<file path="src/rtl/stopwatch_pkg.sv">
// Shared types and constants for the stopwatch run-control slice.
// The FSM state encoding here is also the encoding of the debug state port.
package stopwatch_pkg;

  typedef enum logic [1:0] {
    IDLE = 2'd0,
    RUN  = 2'd1,
    LAP  = 2'd2,
    STOP = 2'd3
  } sw_state_t;

  // Rate of the count strobe arriving on the tick input.
  localparam int TICK_HZ = 10;

  // States in which the digit counter advances on tick.
  function automatic logic is_counting(input sw_state_t s);
    return (s == RUN) || (s == LAP);
  endfunction

endpackage

</file>
<file path="src/rtl/button_debounce.sv">
// Pushbutton conditioner: 2-flop synchronizer, stability-counter debounce and
// a one-clk press pulse on the debounced released->pressed transition.
// A button already held when reset releases is ignored until it has been
// seen released at least once (armed_q).
module button_debounce #(
  parameter int DEBOUNCE_CYCLES = 1000000
) (
  input  logic clk,
  input  logic reset_n,
  input  logic button_n,
  output logic press,
  output logic held
);

  localparam int CNT_W = $clog2(DEBOUNCE_CYCLES + 1);
  localparam logic [CNT_W-1:0] CNT_LAST = CNT_W'(DEBOUNCE_CYCLES - 1);

  logic [1:0]       sync_q;
  logic [1:0]       fill_q;
  logic             level_q;
  logic             armed_q;
  logic [CNT_W-1:0] cnt_q;
  logic             btn_s;
  logic             accept;

  assign btn_s  = sync_q[1];
  assign accept = (btn_s != level_q) && (cnt_q == CNT_LAST);
  assign held   = armed_q & ~level_q;

  // Synchronize, time level stability, update debounced level and emit press.
  always_ff @(posedge clk or negedge reset_n) begin
    if (!reset_n) begin
      sync_q  <= 2'b11;
      fill_q  <= 2'b00;
      level_q <= 1'b1;
      armed_q <= 1'b0;
      cnt_q   <= '0;
      press   <= 1'b0;
    end else begin
      sync_q <= {sync_q[0], button_n};
      // fill_q[1] marks that btn_s now reflects a real sample, not reset fill.
      fill_q <= {fill_q[0], 1'b1};
      if (btn_s == level_q) begin
        cnt_q <= '0;
      end else if (cnt_q == CNT_LAST) begin
        cnt_q   <= '0;
        level_q <= btn_s;
      end else begin
        cnt_q <= cnt_q + CNT_W'(1);
      end
      armed_q <= armed_q | (fill_q[1] & btn_s & level_q);
      press   <= armed_q & accept & ~btn_s;
    end
  end

endmodule

</file>
<file path="src/rtl/stopwatch_ctrl.sv">
// Stopwatch run-control sequencer: debounced start/stop and lap/clear buttons
// drive an IDLE/RUN/LAP/STOP FSM that gates the tick into count_en, issues
// count_clr pulses and freezes the display during LAP.
// Optional build macro STOPWATCH_LONG_PRESS_CLEAR_EN: holding the start button
// for LONG_PRESS_CYCLES clears the stopwatch from any state.
module stopwatch_ctrl
  import stopwatch_pkg::*;
#(
  parameter int DEBOUNCE_CYCLES   = 1000000,
  parameter int LONG_PRESS_CYCLES = 200000000
) (
  input  logic      clk,
  input  logic      reset_n,
  input  logic      button_n,
  input  logic      lap_n,
  input  logic      tick,
  output logic      count_en,
  output logic      count_clr,
  output logic      display_hold,
  output logic      running,
  output sw_state_t state
);

  sw_state_t state_q;
  sw_state_t state_next;
  logic      clr_evt;
  logic      start_evt;
  logic      lap_evt;
  logic      start_held;
  logic      lap_held;
  logic      long_evt;
  logic      unused_ok;

  button_debounce #(.DEBOUNCE_CYCLES(DEBOUNCE_CYCLES)) u_start_db (
    .clk      (clk),
    .reset_n  (reset_n),
    .button_n (button_n),
    .press    (start_evt),
    .held     (start_held)
  );

  button_debounce #(.DEBOUNCE_CYCLES(DEBOUNCE_CYCLES)) u_lap_db (
    .clk      (clk),
    .reset_n  (reset_n),
    .button_n (lap_n),
    .press    (lap_evt),
    .held     (lap_held)
  );

`ifdef STOPWATCH_LONG_PRESS_CLEAR_EN
  localparam int LP_W = $clog2(LONG_PRESS_CYCLES + 1);
  localparam logic [LP_W-1:0] LP_MAX = LP_W'(LONG_PRESS_CYCLES);

  logic [LP_W-1:0] lp_cnt_q;

  // Fires on the LONG_PRESS_CYCLES-th consecutive held cycle only.
  assign long_evt = start_held && (lp_cnt_q == LP_MAX - LP_W'(1));

  // Time continuous debounced start press; saturate so one hold clears once.
  always_ff @(posedge clk or negedge reset_n) begin
    if (!reset_n) begin
      lp_cnt_q <= '0;
    end else if (!start_held) begin
      lp_cnt_q <= '0;
    end else if (lp_cnt_q != LP_MAX) begin
      lp_cnt_q <= lp_cnt_q + LP_W'(1);
    end
  end

  // Lap level is not needed here; TICK_HZ only documents the tick rate.
  assign unused_ok = ^{lap_held, TICK_HZ[0]};
`else
  assign long_evt  = 1'b0;
  // Held levels and LONG_PRESS_CYCLES feed only the long-press timer.
  assign unused_ok = ^{start_held, lap_held, LONG_PRESS_CYCLES[0], TICK_HZ[0]};
`endif

  // Next-state and clear-event decode; start has priority over lap.
  always_comb begin
    state_next = state_q;
    clr_evt    = 1'b0;
    if (start_evt) begin
      case (state_q)
        IDLE:    state_next = RUN;
        RUN:     state_next = STOP;
        LAP:     state_next = STOP;
        STOP:    state_next = RUN;
        default: state_next = IDLE;
      endcase
    end else if (lap_evt) begin
      case (state_q)
        IDLE: clr_evt = 1'b1;
        RUN:  state_next = LAP;
        LAP:  state_next = RUN;
        STOP: begin
          state_next = IDLE;
          clr_evt    = 1'b1;
        end
        default: state_next = IDLE;
      endcase
    end
    if (long_evt) begin
      state_next = IDLE;
      clr_evt    = 1'b1;
    end
  end

  // State register; status outputs are registered from the next state so
  // they always agree with the state register.
  always_ff @(posedge clk or negedge reset_n) begin
    if (!reset_n) begin
      state_q      <= IDLE;
      count_clr    <= 1'b0;
      display_hold <= 1'b0;
      running      <= 1'b0;
    end else begin
      state_q      <= state_next;
      count_clr    <= clr_evt;
      display_hold <= (state_next == LAP);
      running      <= is_counting(state_next);
    end
  end

  // Tick gating uses the current (pre-transition) state.
  assign count_en = tick & is_counting(state_q);
  assign state    = state_q;

endmodule

</file>
<file path="config.mk">
export PLATFORM = sky130hd
export DESIGN_NAME = stopwatch_ctrl
export DESIGN_NICKNAME = d
export VERILOG_FILES = /design/src/rtl/stopwatch_pkg.sv /design/src/rtl/button_debounce.sv /design/src/rtl/stopwatch_ctrl.sv
export SDC_FILE = /design/constraint.sdc
export NUM_CORES = 1
export LEC_CHECK = 0
export CAP_MARGIN = 20
export CORE_AREA = 2 2 93 95
export CTS_BUF_LIST = sky130_fd_sc_hd__clkbuf_16
export DETAILED_ROUTE_END_ITERATION = 10
export DIE_AREA = 0 0 95 97
export PLACE_DENSITY_LB_ADDON = 0.25
export SLEW_MARGIN = 20
export SYNTH_ARGS = -nofsm -noshare
export SYNTH_HDL_FRONTEND = slang
export SYNTH_HIERARCHICAL = 1
export SYNTH_SLANG_ARGS = --single-unit
</file>
<file path="constraint.sdc">
create_clock -name clk -period 1.48 [get_ports clk]
set_clock_uncertainty 0.05 [all_clocks]
set_input_delay 0.37 -clock clk [delete_from_list [all_inputs] [get_ports clk]]
set_output_delay 0.37 -clock clk [all_outputs]
set_load 0.05 [all_outputs]
</file>
==> flow_metrics.env <==
export IMPL_period_needed_ps=1690
export IMPL_syn_inst=254
export IMPL_power_total_mw=3.85
export IMPL_dpl_cell_area_um2=3550
export IMPL_slew_violations=0
export IMPL_setup_viol=44
export IMPL_area_delta_synth_final_pct=50.6
export IMPL_crit_slowest_cell="dfrtp_2"
export IMPL_ir_drop_v=0.000381
export IMPL_clk_pin_slew_ps=50
export IMPL_wirelength_um=6160
export IMPL_gp_congestion=0.865
export IMPL_combPwrFrac_pct=5.6
export IMPL_antenna_left=0
export IMPL_syn_nets=265
export IMPL_violations="setup timing"
export IMPL_clk_path_buf_depth=2
export IMPL_cts_sinks=59
export IMPL_critical_path_max_stage_delay_ps=420
export IMPL_drt_wirelength_per_cell_um=13.7
export IMPL_intPower_mw=3.03
export IMPL_finalCritPeriodShare_pct=114
export IMPL_fp_dieW_um=95
export IMPL_critPathArrivalTime_ps=1270
export IMPL_dieHeight_um=97
export IMPL_drt_iter0_drc=71
export IMPL_max_cap_viol_count=0
export IMPL_ios=11
export IMPL_rows=33
export IMPL_cp_num_buf_inv=1
export IMPL_cts_root_buf="clkbuf_16"
export IMPL_die_area_um2=9220
export IMPL_htreeDepth=3
export IMPL_p_switching_uw=825
export IMPL_power_density_nw_per_um2=913
export IMPL_status="finished, violations left"
export IMPL_grt_max_degree=27
export IMPL_swShare_pct=21.4
export IMPL_setup_slack_ps=-205
export IMPL_avgSynthCellArea_um2=11.0
export IMPL_end_kind="output pin"
export IMPL_crit_required_ps=1060
export IMPL_cp_start_kind="flip-flop"
export IMPL_numCtsBuffers=9
export IMPL_hp_class="flip-flop to flip-flop"
export IMPL_hpwl_um=4050
export IMPL_viasPerCell=4.86
export IMPL_crit_type="flip-flop to output pin"
export IMPL_start_util_pct=34.5
export IMPL_cts_tree="done"
export IMPL_crit_fanout=3
export IMPL_p_seq_share_pct=43.1
export IMPL_antenna_found_initial=0
export IMPL_yosysWarnings=6
export IMPL_drtPass1Iterations=4
export IMPL_post_route_drc_count=0
export IMPL_cp_cell_sequence="ha_4 > nor2b_4 > buf_12"
export IMPL_core_area_um2=8130
export IMPL_hold_viol_final=0
export IMPL_grt_pass1_wl_um=10100
export IMPL_leakagePower_nw=1.87
export IMPL_fillers=665
export IMPL_grt_pass1_vias=2137
export IMPL_globalRouteTotalUtil_pct=14.1
export IMPL_final_nets=351
export IMPL_drive_gt1_share_pct=48.4
export IMPL_rsz0062_at_grt="yes"
export IMPL_clockPowerShare_pct=51.3
export IMPL_clock_latency_ps=320
export IMPL_antennaDiodeCount=0
export IMPL_fin_setup_tns_ps=-4070
export IMPL_io_buffers=10
export IMPL_fin_util_pct=51.9
export IMPL_cp_top_family="flip-flops"
export IMPL_fin_area_um2=4220
export IMPL_fmax_mhz=593
export IMPL_overflow=0
export IMPL_netlist_area_um2=2800
export IMPL_dr_total_vias=2188
-- layout by cell type (no fill, tap or decap), drive strengths merged, types with 8 or more instances in the layout --
cell type   n
xor2       26
a21oi       8
dfrtp      53
nand4      16
nand3      14
clkbuf     10
and2        9
nand2      12
inv         9
nor2       30
buf        80
o31ai       8
-- cell type report --
class / instances / area, um^2 / share of cell area (%)
Sequential cell: 59 / 1490 / 35.2
Multi-Input combinational cell: 177 / 1480 / 35.0
Timing Repair Buffer: 85 / 811 / 19.2
Clock buffer: 9 / 225 / 5.34
Tap cell: 105 / 131 / 3.11
Clock inverter: 7 / 61.3 / 1.45
Inverter: 8 / 30.0 / 0.712
-- registers in the layout, summed over array words and instances (netlist names), named ones only --
register and flops:
u_lap_db/press 1, u_start_db/sync_q 2, display_hold 1, u_lap_db/sync_q 2, u_start_db/cnt_q 20, u_lap_db/fill_q 2, u_lap_db/cnt_q 20, u_start_db/armed_q 1
u_lap_db/level_q 1, running 1, u_start_db/level_q 1, u_start_db/press 1, u_lap_db/armed_q 1, u_start_db/fill_q 2, count_clr 1, state 1
-- routing by layer --
metal	share of wire (%)	wire length, um	up-vias	global-route usage (%)
li1	-	-	1066	-
met1	46	2850	1087	18.7
met2	50	3060	28	21.8
met3	2.5	155	7	2.88
met4	1.6	97	0	7.25
met5	0	0	-	0
-- final timing paths --
path / start / to / slack (ps) / depth (start not counted)
min reg2reg: u_lap_db/fill_q[0] / u_lap_db/fill_q[1] / 290 / 0
max: flip-flop / count_en / -210 / 3
min: u_lap_db/fill_q[0] / u_lap_db/fill_q[1] / 290 / 0
max reg2reg: u_start_db/cnt_q[13] / u_start_db/cnt_q[16] / -140 / 5
max in group asynchronous: reset_n / u_start_db/level_q / 390 / 3
min in group asynchronous: reset_n / u_lap_db/cnt_q[7] / 460 / 2
-- stage by stage --
step	instances	hold slack, ps	setup WS [ps]
4_1_cts	444	295	-217
3_3_place_gp	421	274	-119
3_5_place_dp	421	278	-179
2_1_floorplan	254	24.4	-94.2
6_report	450	292	-205
5_1_grt	450	296	-229
-- what timing repair did --
action	in CTS	in global routing
pin swaps	8	11
gates cloned	0	1
resized for setup	21	46
hold buffers	1	0
endpoints found under the setup margin	42	46
setup buffers	6	5
hold endpoints to repair	8	0
-- power by group through the flow --
stage	Sequential [mW]	Combinational [mW]	Clock (mW)
2_1_floorplan	1.68	0.0618	0
3_3_place_gp	1.68	0.176	0
3_5_place_dp	1.68	0.177	0
4_1_cts	1.66	0.185	2.03
5_1_grt	1.66	0.238	2.11
6_report	1.66	0.216	1.98
Power figures use the tool's default switching activity.
